--- src/rtl/sram_stage_scheduler_pkg.sv ---
// Shared types for the image decompressor stage scheduler: state and owner
// encodings plus SRAM bus widths.
package sram_stage_scheduler_pkg;

    localparam int unsigned SRAM_ADDR_W = 18;
    localparam int unsigned SRAM_DATA_W = 16;

    // Scheduler states; the encoding is visible on the stage output.
    typedef enum logic [2:0] {
        S_SCHED_IDLE    = 3'd0,
        S_SCHED_GUARD   = 3'd1,
        S_SCHED_UART    = 3'd2,
        S_SCHED_M2      = 3'd3,
        S_SCHED_M1      = 3'd4,
        S_SCHED_DISPLAY = 3'd5,
        S_SCHED_ERROR   = 3'd6
    } sched_state_e;

    // Which client currently drives the SRAM port.
    typedef enum logic [2:0] {
        OWN_NONE = 3'd0,
        OWN_UART = 3'd1,
        OWN_M2   = 3'd2,
        OWN_M1   = 3'd3,
        OWN_VGA  = 3'd4
    } owner_e;

    // Stage entered once the guard interval expires.
    typedef enum logic [1:0] {
        NEXT_UART    = 2'd0,
        NEXT_M2      = 2'd1,
        NEXT_M1      = 2'd2,
        NEXT_DISPLAY = 2'd3
    } next_stage_e;

    // Fixed stage order: UART load, M2 (IDCT), M1 (CSC), then display.
    function automatic next_stage_e follow_stage(input sched_state_e cur);
        case (cur)
            S_SCHED_UART: follow_stage = NEXT_M2;
            S_SCHED_M2:   follow_stage = NEXT_M1;
            default:      follow_stage = NEXT_DISPLAY;
        endcase
    endfunction

endpackage

--- src/rtl/sram_port_mux.sv ---
// Combinational SRAM port multiplexer: the current owner's bus goes straight
// to the SRAM pins with no added latency.
module sram_port_mux
    import sram_stage_scheduler_pkg::*;
(
    input  logic [2:0]  owner,
    input  logic [17:0] uart_address,
    input  logic [15:0] uart_write_data,
    input  logic        uart_we_n,
    input  logic [17:0] m2_address,
    input  logic [15:0] m2_write_data,
    input  logic        m2_we_n,
    input  logic [17:0] m1_address,
    input  logic [15:0] m1_write_data,
    input  logic        m1_we_n,
    input  logic [17:0] vga_address,
    output logic [17:0] SRAM_address,
    output logic [15:0] SRAM_write_data,
    output logic        SRAM_we_n
);

    // Route the owning client; no owner parks the bus with writes disabled.
    always_comb begin
        SRAM_address    = '0;
        SRAM_write_data = '0;
        SRAM_we_n       = 1'b1;
        case (owner)
            OWN_UART: begin
                SRAM_address    = uart_address;
                SRAM_write_data = uart_write_data;
                SRAM_we_n       = uart_we_n;
            end
            OWN_M2: begin
                SRAM_address    = m2_address;
                SRAM_write_data = m2_write_data;
                SRAM_we_n       = m2_we_n;
            end
            OWN_M1: begin
                SRAM_address    = m1_address;
                SRAM_write_data = m1_write_data;
                SRAM_we_n       = m1_we_n;
            end
            // VGA is a read-only client, so write enable stays inactive.
            OWN_VGA: SRAM_address = vga_address;
            default: ;
        endcase
    end

endmodule

--- src/rtl/sram_stage_scheduler.sv ---
// Top-level stage sequencer and SRAM port owner: UART load, M2, M1, then VGA
// display, with a guard interval at every handover and a compute watchdog.
module sram_stage_scheduler
    import sram_stage_scheduler_pkg::*;
#(
    parameter logic [23:0] TIMEOUT_CYCLES = 24'd4000000,
    parameter int unsigned GUARD_CYCLES   = 2
) (
    input  logic        Clock,
    input  logic        Resetn,
    input  logic        start,
    output logic        uart_enable,
    input  logic        uart_done,
    input  logic [17:0] uart_address,
    input  logic [15:0] uart_write_data,
    input  logic        uart_we_n,
    output logic        m2_enable,
    input  logic        m2_done,
    input  logic [17:0] m2_address,
    input  logic [15:0] m2_write_data,
    input  logic        m2_we_n,
    output logic        m1_enable,
    input  logic        m1_done,
    input  logic [17:0] m1_address,
    input  logic [15:0] m1_write_data,
    input  logic        m1_we_n,
    input  logic [17:0] vga_address,
    output logic [17:0] SRAM_address,
    output logic [15:0] SRAM_write_data,
    output logic        SRAM_we_n,
    output logic [2:0]  stage,
    output logic        busy,
    output logic        error
);

    localparam logic [1:0] GUARD_LAST = 2'(GUARD_CYCLES - 1);

    sched_state_e state_q, state_d;
    next_stage_e  next_stage_q, next_stage_d;
    owner_e       owner_q, owner_d;
    logic [1:0]   guard_cnt_q, guard_cnt_d;
    logic [23:0]  wd_q, wd_d;
    logic         uart_en_q, uart_en_d;
    logic         m2_en_q, m2_en_d;
    logic         m1_en_q, m1_en_d;
    logic         error_q, error_d;
    logic         stage_done;

    // Only the done pulse belonging to the running stage is honoured.
    always_comb begin
        stage_done = 1'b0;
        case (state_q)
            S_SCHED_UART: stage_done = uart_done;
            S_SCHED_M2:   stage_done = m2_done;
            S_SCHED_M1:   stage_done = m1_done;
            default:      stage_done = 1'b0;
        endcase
    end

    // Next-state logic; owner and enables are computed for the state being entered.
    always_comb begin
        state_d      = state_q;
        next_stage_d = next_stage_q;
        owner_d      = owner_q;
        guard_cnt_d  = guard_cnt_q;
        wd_d         = wd_q;
        error_d      = error_q;
        uart_en_d    = 1'b0;
        m2_en_d      = 1'b0;
        m1_en_d      = 1'b0;
        unique case (state_q)
            S_SCHED_IDLE: begin
                if (start) begin
                    state_d      = S_SCHED_GUARD;
                    next_stage_d = NEXT_UART;
                    guard_cnt_d  = '0;
                    owner_d      = OWN_NONE;
                end
            end
            S_SCHED_GUARD: begin
                if (guard_cnt_q == GUARD_LAST) begin
                    wd_d = '0;
                    unique case (next_stage_q)
                        NEXT_UART: begin
                            state_d   = S_SCHED_UART;
                            owner_d   = OWN_UART;
                            uart_en_d = 1'b1;
                        end
                        NEXT_M2: begin
                            state_d = S_SCHED_M2;
                            owner_d = OWN_M2;
                            m2_en_d = 1'b1;
                        end
                        NEXT_M1: begin
                            state_d = S_SCHED_M1;
                            owner_d = OWN_M1;
                            m1_en_d = 1'b1;
                        end
                        NEXT_DISPLAY: begin
                            state_d = S_SCHED_DISPLAY;
                            owner_d = OWN_VGA;
                        end
                    endcase
                end else begin
                    guard_cnt_d = guard_cnt_q + 2'd1;
                end
            end
            S_SCHED_UART, S_SCHED_M2, S_SCHED_M1: begin
                // Done takes priority over a watchdog expiring in the same cycle.
                if (stage_done) begin
                    state_d      = S_SCHED_GUARD;
                    next_stage_d = follow_stage(state_q);
                    guard_cnt_d  = '0;
                    owner_d      = OWN_NONE;
                end else if (wd_q == TIMEOUT_CYCLES - 24'd1) begin
                    state_d = S_SCHED_ERROR;
                    error_d = 1'b1;
                    owner_d = OWN_NONE;
                end else begin
                    wd_d = wd_q + 24'd1;
                end
            end
            // Display and error are terminal until reset.
            default: ;
        endcase
    end

    // State registers; asynchronous reset parks the SRAM port immediately.
    always_ff @(posedge Clock or negedge Resetn) begin
        if (!Resetn) begin
            state_q      <= S_SCHED_IDLE;
            next_stage_q <= NEXT_UART;
            owner_q      <= OWN_NONE;
            guard_cnt_q  <= '0;
            wd_q         <= '0;
            uart_en_q    <= 1'b0;
            m2_en_q      <= 1'b0;
            m1_en_q      <= 1'b0;
            error_q      <= 1'b0;
        end else begin
            state_q      <= state_d;
            next_stage_q <= next_stage_d;
            owner_q      <= owner_d;
            guard_cnt_q  <= guard_cnt_d;
            wd_q         <= wd_d;
            uart_en_q    <= uart_en_d;
            m2_en_q      <= m2_en_d;
            m1_en_q      <= m1_en_d;
            error_q      <= error_d;
        end
    end

    // Status outputs.
    always_comb begin
        uart_enable = uart_en_q;
        m2_enable   = m2_en_q;
        m1_enable   = m1_en_q;
        error       = error_q;
        stage       = state_q;
        busy        = (state_q != S_SCHED_IDLE) && (state_q != S_SCHED_DISPLAY);
    end

    sram_port_mux u_sram_port_mux (
        .owner           (owner_q),
        .uart_address    (uart_address),
        .uart_write_data (uart_write_data),
        .uart_we_n       (uart_we_n),
        .m2_address      (m2_address),
        .m2_write_data   (m2_write_data),
        .m2_we_n         (m2_we_n),
        .m1_address      (m1_address),
        .m1_write_data   (m1_write_data),
        .m1_we_n         (m1_we_n),
        .vga_address     (vga_address),
        .SRAM_address    (SRAM_address),
        .SRAM_write_data (SRAM_write_data),
        .SRAM_we_n       (SRAM_we_n)
    );

endmodule

--- config.mk ---
export PLATFORM = sky130hd
export DESIGN_NAME = sram_stage_scheduler
export DESIGN_NICKNAME = d
export VERILOG_FILES = /design/src/rtl/sram_stage_scheduler_pkg.sv /design/src/rtl/sram_port_mux.sv /design/src/rtl/sram_stage_scheduler.sv
export SDC_FILE = /design/constraint.sdc
export NUM_CORES = 1
export LEC_CHECK = 0
export CAP_MARGIN = 10
export CORE_UTILIZATION = 39
export DETAILED_ROUTE_END_ITERATION = 6
export PLACE_DENSITY_LB_ADDON = 0.2
export SYNTH_ARGS = -nofsm -noshare
export SYNTH_HDL_FRONTEND = slang
export SYNTH_SLANG_ARGS = --single-unit
--- constraint.sdc ---
create_clock -name Clock -period 2.09 [get_ports Clock]
set_clock_uncertainty 0.05 [all_clocks]
set_input_delay 0.209 -clock Clock [delete_from_list [all_inputs] [get_ports Clock]]
set_output_delay 0.209 -clock Clock [all_outputs]
set_load 0.05 [all_outputs]
### Yosys cells after proc, flatten, opt, wreduce, memory -nomap -nowiden

Index checks and enable logic that the tools add are counted.

| cells by class | value |
|---|---|
| add/sub/neg operators | 2 |
| eq/ne operators | 21 |
| mux-type cells | 36 |
| bitwise gates (word level) | 1 |
| reduce and logical (&&, ||, !) cells | 13 |

Operator list:

| kind | number |
|---|---|
| $mux W24 | 3 |
| $pmux W18 S4 | 1 |
| $pmux W16 S3 | 1 |
| $pmux W24 S2 | 1 |
| $add A24 B1 Y24 const B | 1 |
| $eq A24 B22 Y1 const B | 1 |
| $mux W3 | 8 |
| $pmux W3 S4 | 2 |
| $pmux W3 S3 | 2 |
| $eq A3 B2 Y1 const B | 4 |
| $ne A2 B2 Y1 const B | 6 |
| $reduce_and A4 Y1 | 3 |
| $mux W1 | 9 |
| $mux W2 | 4 |
| $pmux W2 S2 | 2 |
| $eq A3 B1 Y1 const B | 2 |
| $eq A3 B3 Y1 const B | 2 |
| $ne A3 B3 Y1 const B | 2 |
| $pmux W1 S3 | 2 |
| $pmux W2 S3 | 1 |
| $reduce_and A3 Y1 | 2 |
| $reduce_bool A3 Y1 | 2 |
| $eq A2 B1 Y1 const B | 2 |
| $eq A2 B2 Y1 const B | 2 |
| other kinds (7) | 8 |

| word-level totals | value |
|---|---|
| bits in registers | 38 |
| input port bits | 129 |
| output and inout port bits | 43 |
| word-level logic and storage cells | 82 |

### Logic depth before layout (Yosys ltp)

| logic depth | value |
|---|---|
| depth in word-level cells | 4 |
| depth in mapped cells | 7 |
| mapped depth without buffers | 7 |

### Hierarchy

From an unflattened synthesis, not the netlist that was laid out.

| second synthesis, totals | value |
|---|---|
| cells, all modules | 347 |
| area total of the unflattened synthesis | 3118.0 um2 |

Modules (own cells, without submodules):

| module | instances | cells an instance | area an instance (um2) | sequential area each (um2) |
|---|---|---|---|---|
| sram_stage_scheduler | 1 | 240 | 2225.9 | 950.9 |
| sram_port_mux | 1 | 107 | 892.1 | 0.0 |

### Worst setup path after synthesis

OpenSTA, ideal clock, no wires.

| path | value |
|---|---|
| path kind | flip-flop to output port |
| from | register owner_q[0] |
| to | output port SRAM_write_data[11] |
| arrival time | 1845 ps |
| data required time | 1831 ps |
| setup slack | -14 ps |
| stages on the path, launching flop included | 6 |
| buffers on the path | 2 |
| cells stage by stage | dfrtp_1 buf_2 nor2_1 clkbuf_1 a21oi_1 nor2_1 |

| on the way | value |
|---|---|
| word-level cells in the longest chain between the ends | 2 |
| elaborated cells on any way between the ends | 4 |
| those cells by class | eq/ne: 3; mux: 1 |

RTL lines:

| item | line | source |
|---|---|---|
| from (decl) | sram_stage_scheduler.sv:40 | `owner_e owner_q, owner_d;` |
| from (signal assigned) | sram_stage_scheduler.sv:143 | `owner_q <= owner_d;` |
| $eq A3 B2 Y1 or $eq A3 B1 Y1 (tied branches) | sram_port_mux.sv:27 | `case (owner)` |
| $pmux W16 S3 * | sram_port_mux.sv:27 |  |
| to (decl) | sram_stage_scheduler.sv:29 | `output logic [15:0] SRAM_write_data,` |

Every way passes the cells marked *; elsewhere a longest branch is shown, timed or not.

### Worst setup path in the final report

| path | value |
|---|---|
| from | register owner_q[1] |
| to | output port SRAM_address[10] |

| on the way | value |
|---|---|
| word-level cells in the longest chain between the ends | 2 |
| elaborated cells on any way between the ends | 5 |
| those cells by class | eq/ne: 4; mux: 1 |

RTL lines:

| item | line | source |
|---|---|---|
| $eq A3 B3 Y1 (tied with other cells) | sram_port_mux.sv:27 |  |
| $pmux W18 S4 * | sram_port_mux.sv:27 |  |
| to (decl) | sram_stage_scheduler.sv:28 | `output logic [17:0] SRAM_address,` |

Marks and branches as above.

==> impl_metrics.tcl <==
set metrics [dict create \
    cts_tree "done" \
    firstDrtPassIters 5 \
    yosysSeqAreaShare_pct 30.9 \
    initial_core_util_pct 40.1 \
    grt_pass1_vias 3638 \
    clock-sinks 38 \
    cts_root_buf "clkbuf_8" \
    cap_viol_max_count 0 \
    diodes 0 \
    slew_violations 0 \
    hold_viol_final 0 \
    crit_arrival_ps 1770 \
    setup_viol 0 \
    placed_cells 664 \
    wire_per_inst_um 17.2 \
    path_common_cell "buf_4" \
    synth_nets 525 \
    path_class "flop to primary output" \
    leakage_nw 2.53 \
    synth_edf_count 0 \
    clock_latency_ps 280 \
    io_buffers 171 \
    status "complete, no violations" \
    fin_crit_sh_pct 96.9 \
    drt.antenna.violating_nets 0 \
    drc_errors 0 \
    synth-simple-area-share_pct 26.4 \
    max_stage_delay_ps 400 \
    overflow 0 \
    synth_compound_area_share_pct 27.0 \
    ys_seq_elements 38 \
    syn_area_mm2 0.00308 \
    drt_iter0_drc 267 \
    yosys_warnings 0 \
    num_io_pins 172 \
    muxShareOfSynthArea_pct 8.16 \
    tightestPinTransition_ps 831 \
    numCtsBuffers 5 \
    grt_max_degree 39 \
    ys_types 52 \
    powerDensity_mw_per_mm2 269 \
    hold_path_class "flop to flop" \
    clkSlewWorstSetupHoldPaths_ps 70 \
    slew_headroom_pct 44.6 \
    ys.flop_type "dfrtp_1" \
    routabilityCongestion 0.882 \
    nNetsFinal 717 \
    area_growth_pct 82.5 \
    final_cell_mix "134 x clkdlybuf4s50_1, 40 x nand2_1, 37 x a22oi_1, 37 x nor2_1" \
    critPathRequiredTime_ps 1830 \
    worstPathMaxFanout 18 \
    synth_xor_area_share_pct 0.284 \
    critical_path.cell_chain "buf_4 -> inv_2 -> nor3_2 -> buf_4 -> a22oi_1 -> nand2_1 -> buf_12" \
    max_freq_mhz 494 \
    grt_antenna_before_repair 0 \
    syn_inst 390 \
    die_area_mm2 0.00826 \
    end_kind "primary output" \
    h-tree-depth 2 \
    core_area_mm2 0.00769 \
    vias 3818 \
    synth_top_family_by_area "compound AO/OA/AOI/OAI gates" \
    ir_drop_mv 0.429 \
    syn_area_per_cell_um2 7.90 \
    clockBufferDepth 2 \
    synthAdderAreaFrac_pct 2.44 \
    rows 32 \
    layout-drive-gt1-share_pct 18.7 \
    vias_per_cell 5.58 \
    period_minus_slack_ps 2030 \
    fin_tns_setup_ps 0 \
    dpl.hpwl_um 8990 \
    start_kind "flop" \
    async_flop_share_pct 100 \
    layout_commonest_cell "clkdlybuf4s50_1" \
    worst_path_max_delay_cell "dfrtp_1" \
    die_h_um 90.9 \
    grt_pass1_wl_um 18600 \
    die-width_um 90.9 \
    fin_cells 684 \
    groute.usage.overall_pct 27.8 \
    routed_wl_um 11800 \
]
==> worst max-delay path, delay by kind of cell (launching register included) <==
kind / cells / cell delay [ps]
buffers and inverters: 4 / 660
flip-flops: 1 / 400
AO/OA/AOI/OAI: 1 / 230
AND/OR/NAND/NOR: 2 / 180
==> power by group <==
| group | switching [W] | internal (W) |
|---|---|---|
| clock | 0.000245 | 0.000224 |
| sequential | 0.00000208 | 0.000737 |
| combinational | 0.0000776 | 0.000228 |
| total | 0.000325 | 0.00119 |
==> cells in the mapped netlist (8+ instances only) <==
library cell  count  area (µm²)
mux2i_1          24         240
o21ai_0          10        50.1
inv_1            11        41.3
nand4_1           8        50.1
a21o_1           11        82.6
nand2_1          40         150
clkbuf_1          9        33.8
a21oi_1          27         135
a22oi_1          38         285
nor3_1           11        55.1
dfrtp_1          38         951
and2_1           10        62.6
nand3_1          10        50.1
nor2_1           48         180
o21ai_1          12        60.1
==> cell type report <==
cell class / instances / area [µm²]
well taps: 102 / 128
flip-flops and latches: 38 / 953
clock inverters: 2 / 10.0
inverters: 12 / 45.0
multi-input cells: 318 / 2040
clock buffers: 5 / 68.8
fillers: 599 / 2060
repair buffers: 207 / 2380
==> path summary, 6_finish.rpt <==
kind | from | to | slack [ps] | depth (start not counted)
worst max register to register | stage[2] | wd_q[21] | 120 | 6
worst max-delay path | owner_q[1] | SRAM_address[10] | 60 | 7
worst min-delay path | error | error | 410 | 1
max in group asynchronous | Resetn | owner_q[2] | 900 | 2
min in group asynchronous | Resetn | wd_q[14] | 510 | 2
worst min register to register | error | error | 410 | 1
==> flip-flops by register name, indices dropped and copies added, names as in the netlist <==
name / count
guard_cnt_q: 2
owner_q: 3
m1_enable: 1
m2_enable: 1
wd_q: 24
stage: 3
uart_enable: 1
next_stage_q: 2
error: 1
==> per-layer routing <==
metal,share of wire (%),vias to the layer above,global-route usage (%)
met4,0.64,0,5.03
met2,49,157,47.9
li1,-,1833,-
met5,0,-,0
met3,6.2,8,3.70
met1,44,1820,37.5
==> stage by stage <==
stage	power (W)	hold slack, ps	area (µm²)	util (%)	setup WS (ps)
6_report	0.00151	414	5620	73.1	64.9
5_1_grt	0.00158	436	5620	73.1	-28.2
4_1_cts	0.00153	422	5480	71.3	-0.471
3_5_place_dp	0.00106	307	5360	69.7	7.01
3_3_place_gp	0.00105	305	5360	69.7	93.5
2_1_floorplan	0.000792	-137	3110	-	28.6
==> cells by family after synthesis <==
| group | Yosys count |
|---|---|
| AND/OR/NAND/NOR | 161 |
| XOR/XNOR | 1 |
| flip-flops | 38 |
| adder cells (fa/ha/maj) | 6 |
| AO/OA/AOI/OAI | 125 |
| buffers and inverters | 34 |
| multiplexers | 25 |
==> what timing repair did <==
action / CTS / global route
hold endpoints to repair: 6 / 0
gates cloned: 0 / 4
pin swaps: 0 / 5
setup endpoints to repair: 19 / 28
resized for setup: 7 / 15
hold buffers: 1 / 0
setup buffers: 1 / 7
(Power assumes the default switching activity.)
